--- config.mk ---
export PLATFORM = sky130hd
export DESIGN_NAME = vector_dispatch
export DESIGN_NICKNAME = d
export VERILOG_FILES = /design/src/rtl/vector_dispatch.sv
export SDC_FILE = /design/constraint.sdc
export NUM_CORES = 1
export LEC_CHECK = 0
export CORE_ASPECT_RATIO = 0.5
export CORE_MARGIN = 8
export CORE_UTILIZATION = 25
export DETAILED_ROUTE_END_ITERATION = 8
export GPL_TIMING_DRIVEN = 0
export PLACE_DENSITY = 0.51
export SETUP_SLACK_MARGIN = 0.1
export SYNTH_ARGS = -nofsm -noshare
export SYNTH_HDL_FRONTEND = slang
export SYNTH_SLANG_ARGS = --single-unit
export TNS_END_PERCENT = 50
--- constraint.sdc ---
create_clock -name clk_i -period 4 [get_ports clk_i]
set_input_delay 1 -clock clk_i [delete_from_list [all_inputs] [get_ports clk_i]]
set_output_delay 1 -clock clk_i [all_outputs]
set_load 0.1 [all_outputs]
--- src/rtl/vector_dispatch.sv ---
// Single-instruction vector dispatcher: latches one instruction, broadcasts a start pulse to all
// lanes and retires once every lane has reported done. Optional watchdog: VECTOR_DISPATCH_TIMEOUT_EN.
module vector_dispatch #(
    parameter int unsigned lanes_p    = 2,
    parameter int unsigned els_p      = 32,
    parameter int unsigned vdw_p      = 8,
    parameter int unsigned op_width_p = 4,
    parameter int unsigned timeout_p  = 64,
    localparam int unsigned v_addr_width_lp = (els_p > 1) ? $clog2(els_p) : 1
) (
    input  logic                       clk_i,
    input  logic                       reset_i,

    input  logic                       v_i,
    output logic                       ready_o,
    input  logic [op_width_p-1:0]      op_i,
    input  logic [v_addr_width_lp-1:0] vd_i,
    input  logic [v_addr_width_lp-1:0] vs1_i,
    input  logic [v_addr_width_lp-1:0] vs2_i,
    input  logic [vdw_p-1:0]           scalar_i,

    output logic [op_width_p-1:0]      lane_op_o,
    output logic [v_addr_width_lp-1:0] vd_o,
    output logic [v_addr_width_lp-1:0] vs1_o,
    output logic [v_addr_width_lp-1:0] vs2_o,
    output logic [vdw_p-1:0]           lane_scalar_o,
    output logic                       lane_start_o,
    input  logic [lanes_p-1:0]         lane_done_i,

    output logic                       done_o,
    output logic                       busy_o,
    output logic [15:0]                retire_count_o,
    output logic                       err_o
);

    typedef enum logic [1:0] {
        StIdle     = 2'd0,
        StIssue    = 2'd1,
        StWait     = 2'd2,
        StComplete = 2'd3
    } state_e;

    state_e state_q, state_d;

    logic [lanes_p-1:0]         mask_q, mask_d;
    logic [op_width_p-1:0]      op_q;
    logic [v_addr_width_lp-1:0] vd_q, vs1_q, vs2_q;
    logic [vdw_p-1:0]           scalar_q;
    logic [15:0]                count_q;

    logic accept;
    logic all_done;
    logic timeout;

    assign ready_o  = (state_q == StIdle) || (state_q == StComplete);
    assign accept   = v_i && ready_o;
    // Completion looks at the live inputs so a lane finishing this cycle counts immediately.
    assign all_done = &(mask_q | lane_done_i);

    always_comb begin
        state_d      = state_q;
        mask_d       = mask_q;
        lane_start_o = 1'b0;
        done_o       = 1'b0;
        busy_o       = 1'b0;
        unique case (state_q)
            StIdle: begin
                if (accept) state_d = StIssue;
            end
            StIssue: begin
                lane_start_o = 1'b1;
                busy_o       = 1'b1;
                mask_d       = '0;
                state_d      = StWait;
            end
            StWait: begin
                busy_o = 1'b1;
                mask_d = mask_q | lane_done_i;
                if (all_done || timeout) state_d = StComplete;
            end
            StComplete: begin
                done_o  = 1'b1;
                state_d = accept ? StIssue : StIdle;
            end
            default: state_d = StIdle;
        endcase
    end

    always_ff @(posedge clk_i) begin
        if (reset_i) begin
            state_q <= StIdle;
            mask_q  <= '0;
        end else begin
            state_q <= state_d;
            mask_q  <= mask_d;
        end
    end

    always_ff @(posedge clk_i) begin
        if (reset_i) begin
            op_q     <= '0;
            vd_q     <= '0;
            vs1_q    <= '0;
            vs2_q    <= '0;
            scalar_q <= '0;
            count_q  <= '0;
        end else begin
            if (accept) begin
                op_q     <= op_i;
                vd_q     <= vd_i;
                vs1_q    <= vs1_i;
                vs2_q    <= vs2_i;
                scalar_q <= scalar_i;
            end
            if (state_q == StComplete) count_q <= count_q + 16'd1;
        end
    end

    assign lane_op_o      = op_q;
    assign vd_o           = vd_q;
    assign vs1_o          = vs1_q;
    assign vs2_o          = vs2_q;
    assign lane_scalar_o  = scalar_q;
    assign retire_count_o = count_q;

`ifdef VECTOR_DISPATCH_TIMEOUT_EN
    localparam int unsigned cnt_width_lp = $clog2(timeout_p + 1);

    logic [cnt_width_lp-1:0] wd_cnt_q;
    logic                    err_q;

    assign timeout = (wd_cnt_q == cnt_width_lp'(timeout_p - 1));

    // Counter is cleared in ISSUE, the only way into WAIT, so it reads 0 on the first WAIT cycle.
    always_ff @(posedge clk_i) begin
        if (reset_i) begin
            wd_cnt_q <= '0;
            err_q    <= 1'b0;
        end else begin
            if (state_q == StIssue) begin
                wd_cnt_q <= '0;
            end else if (state_q == StWait) begin
                wd_cnt_q <= wd_cnt_q + cnt_width_lp'(1);
            end
            if ((state_q == StWait) && !all_done && timeout) err_q <= 1'b1;
        end
    end

    assign err_o = err_q;
`else
    logic unused_timeout;

    assign timeout        = 1'b0;
    assign err_o          = 1'b0;
    assign unused_timeout = ^timeout_p;
`endif

endmodule

==> results.md, run 1 <==
* DRC Markers: 0
* maximum capacitance violations: 0
* overflow left after global routing: 0
* signal arrival time at the worst endpoint: 2.42 ns
* number of pins exceeding their max-slew limit in the final report: 0
* number of global-route vias before repair: 1773
* Post-synth EDFFs: 0
* Inst Count DP: 403
* path type of the worst setup path: reg2out
* cell type with the largest total area after synthesis: sky130_fd_sc_hd__dfxtp_1
* CP Max Fanout: 7
* antenna-violating nets left: 0
* number of detailed-route iterations in the first pass: 4
* Num CTS Buffers: 5
* instance area at placement: 2810 µm²
* initial DRC count: 108
* worst ir drop on vdd: 0.000263 V
* Achievable Freq: 292 MHz
* P_int: 1030 µW
* Filler Cell Count: 733
* Slew Limit Headroom: 0.335
* Syn Std Cell Area: 1910 µm²
* width of the die: 140 µm
* sequential area share after synthesis: 0.493
* startpoint types: flip-flop
* Die Ht: 77.8 µm
* number of I/O port buffers: 78
* final-report setup violation count: 0
* via total after detailed routing: 1779
* Gates resized, CTS repair: 0
* setup repair bufs after CTS: 0
* number of hold violations in the final report: 0
* total track usage: 0.0997
* crit end category: primary output
* Pleak: 0.00108 µW
* hold buffer count at CTS: 0
* async set or reset register ratio after synthesis: 0
* synthesis-stage register bit count: 47
* count of distinct cell types in the synthesized netlist: 34
* clock tree sinks: 47
* post-route standard cell area excluding fillers: 2940 µm²
* synth warn: 0
* Net Count, Synth: 267
* outcome: finished clean
* RSZ-0062 raised after global routing: false
* clock latency on the worst-skew pair: 0.28 ns
* area of the placeable core: 7380 µm²
* part of the total power dissipated in combinational logic: 0.529
* sequential share of power: 0.283
* maximum number of pins on one net before global-route repair: 13
* fraction of final layout cells sized beyond drive strength 1: 0.0447
* Net Switching: 1040 µW
* Worst Max-Slew Pin Slew: 0.995 ns
* Layout Utilization: 0.398
* Total Power: 2080 µW
* Antenna Cells: 0
* share of total power in the clock network: 0.188
* mean routed wirelength per cell: 13.2 µm
* global-route wire length before repair: 8910 µm
* power density over the cells: 706 nW/µm²
* die footprint: 10900 µm²
* worst hold-check path type: reg2reg
* initial cell density of the core: 0.259
* Synth top area share: 0.493
* Top FF cell, synth: sky130_fd_sc_hd__dfxtp_1
* Period minus WS final: 3.42 ns
* Longest Clk Path Bufs: 2
* final worst-path cycle share: 0.855
* final standard cell count with taps included and fillers excluded: 409
* instance count of the mapped netlist: 229
* most repeated cell in the gate-level netlist after synthesis: sky130_fd_sc_hd__nand2_1
* switching part of the total: 0.503
* Mean Syn Cell Area: 8.34 µm²
* routed wire length: 5420 µm
* Area Growth Syn to Fin: 53.9%
* most numerous cell types in the synthesized netlist: 59 x sky130_fd_sc_hd__nand2_1, 47 x sky130_fd_sc_hd__dfxtp_1, 31 x sky130_fd_sc_hd__a21oi_1, 18 x sky130_fd_sc_hd__nor2_1
* dominant cells by area after synthesis: sky130_fd_sc_hd__dfxtp_1 49%, sky130_fd_sc_hd__nand2_1 12%, sky130_fd_sc_hd__a21oi_1 8.1%
* cell chosen for the clock root: sky130_fd_sc_hd__clkbuf_16
* TritonCTS clock tree: yes
* number of H-tree branching levels: 2
* worst-case clock skew: 0.00706 ns
* number of primary I/O pins: 80
* initial antenna violation count: 0
* routability cong.: 0.714
* clk slew on worst S/H paths: 0.06 ns
* required time reported for the critical path endpoint: 3.00 ns
* post-detail-place hpwl: 4190 µm
* Site Rows: 22
* net count of the finished layout: 352
* final sum of negative setup slack: 0 ns
* number of vias per cell: 4.35
-- worst max-delay path, cell delays in order, from the launching register on --
cell	delay [ns]
sky130_fd_sc_hd__dfxtp_1	0.38
sky130_fd_sc_hd__inv_1	0.11
sky130_fd_sc_hd__ha_1	0.40
sky130_fd_sc_hd__inv_1	0.11
sky130_fd_sc_hd__clkdlybuf4s50_1	1.13
-- worst paths after layout --
check	depth (start not counted)	slack, ns	end	start
worst max-delay path	4	0.58	ready_o	state_q[0]$_SDFFE_PP0P_
worst min register to register	2	0.45	vs2_o[4]$_SDFFE_PP0P_	vs2_o[4]$_SDFFE_PP0P_
worst min-delay path	2	0.45	vs2_o[4]$_SDFFE_PP0P_	vs2_o[4]$_SDFFE_PP0P_
worst max register to register	7	1.90	vs1_o[3]$_SDFFE_PP0P_	state_q[0]$_SDFFE_PP0P_
-- per-stage QoR --
| step | worst slack, ns | hold slack [ns] |
|---|---|---|
| floorplan | 0.934 | 0.437 |
| global placement | 0.908 | 0.443 |
| detailed placement | 0.873 | 0.449 |
| CTS | 0.560 | 0.457 |
| global route | 0.493 | 0.466 |
| finish | 0.581 | 0.453 |
-- power by group through the flow --
stage               clock network, µW  logic (µW)  registers (µW)
floorplan                           0         445             996
global placement                    0        1100             595
detailed placement                  0        1110             597
CTS                               406        1110             587
global route                      423        1150             598
finish                            390        1100             587
-- final cells by class --
| class | count | area (µm²) | share of cell area |
|---|---|---|---|
| inverter | 4 | 15.0 | 0.00511 |
| buffer | 13 | 55.1 | 0.0187 |
| multi-input combinational | 165 | 898 | 0.306 |
| clock buffer | 6 | 129 | 0.0438 |
| timing repair buffer | 78 | 781 | 0.266 |
| tap | 96 | 120 | 0.0409 |
| sequential | 47 | 941 | 0.320 |
-- metal layers --
| layer | track usage | part of all wire |
|---|---|---|
| met5 | 0 | 0 |
| met4 | 0.0322 | 0.011 |
| met3 | 0.0305 | 0.040 |
| met2 | 0.175 | 0.49 |
| met1 | 0.115 | 0.45 |
-- flip-flops by register name, summed over array words and instances, names as in the netlist --
| signal | count |
|---|---|
| lane_op_o | 4 |
| lane_scalar_o | 8 |
| mask_q | 2 |
| retire_count_o | 16 |
| state_q | 2 |
| vd_o | 5 |
| vs1_o | 5 |
| vs2_o | 5 |
-- kinds of logic after synthesis --
group	count (synthesis)	share of synthesized area
adder cells (fa/ha/maj)	6	0.0393
AO/OA/AOI/OAI	39	0.113
multiplexers	5	0.0282
XOR/XNOR	10	0.0459
AND/OR/NAND/NOR	104	0.242
buffers and inverters	17	0.0367
flip-flops	47	0.493
other	1	0.00196
-- cell usage in the layout, fill, tap and decap left out, types with 5 or more instances in the layout --
master	count
sky130_fd_sc_hd__clkdlybuf4s50_1	78
sky130_fd_sc_hd__nand2_1	59
sky130_fd_sc_hd__dfxtp_1	47
sky130_fd_sc_hd__a21oi_1	31
sky130_fd_sc_hd__nor2_1	18
sky130_fd_sc_hd__clkbuf_1	7
sky130_fd_sc_hd__xor2_1	6
sky130_fd_sc_hd__ha_1	6
sky130_fd_sc_hd__nand4_1	5
sky130_fd_sc_hd__nand3_1	5
sky130_fd_sc_hd__clkbuf_16	5
(Power assumes the default switching activity.)
==> inputs of run 2 (changes only) <==
Settings changed: CTS_CLUSTER_DIAMETER from default to 50.
==> results of run 2 <==
Final layout, timing and power as in run 1 (identical DEF).
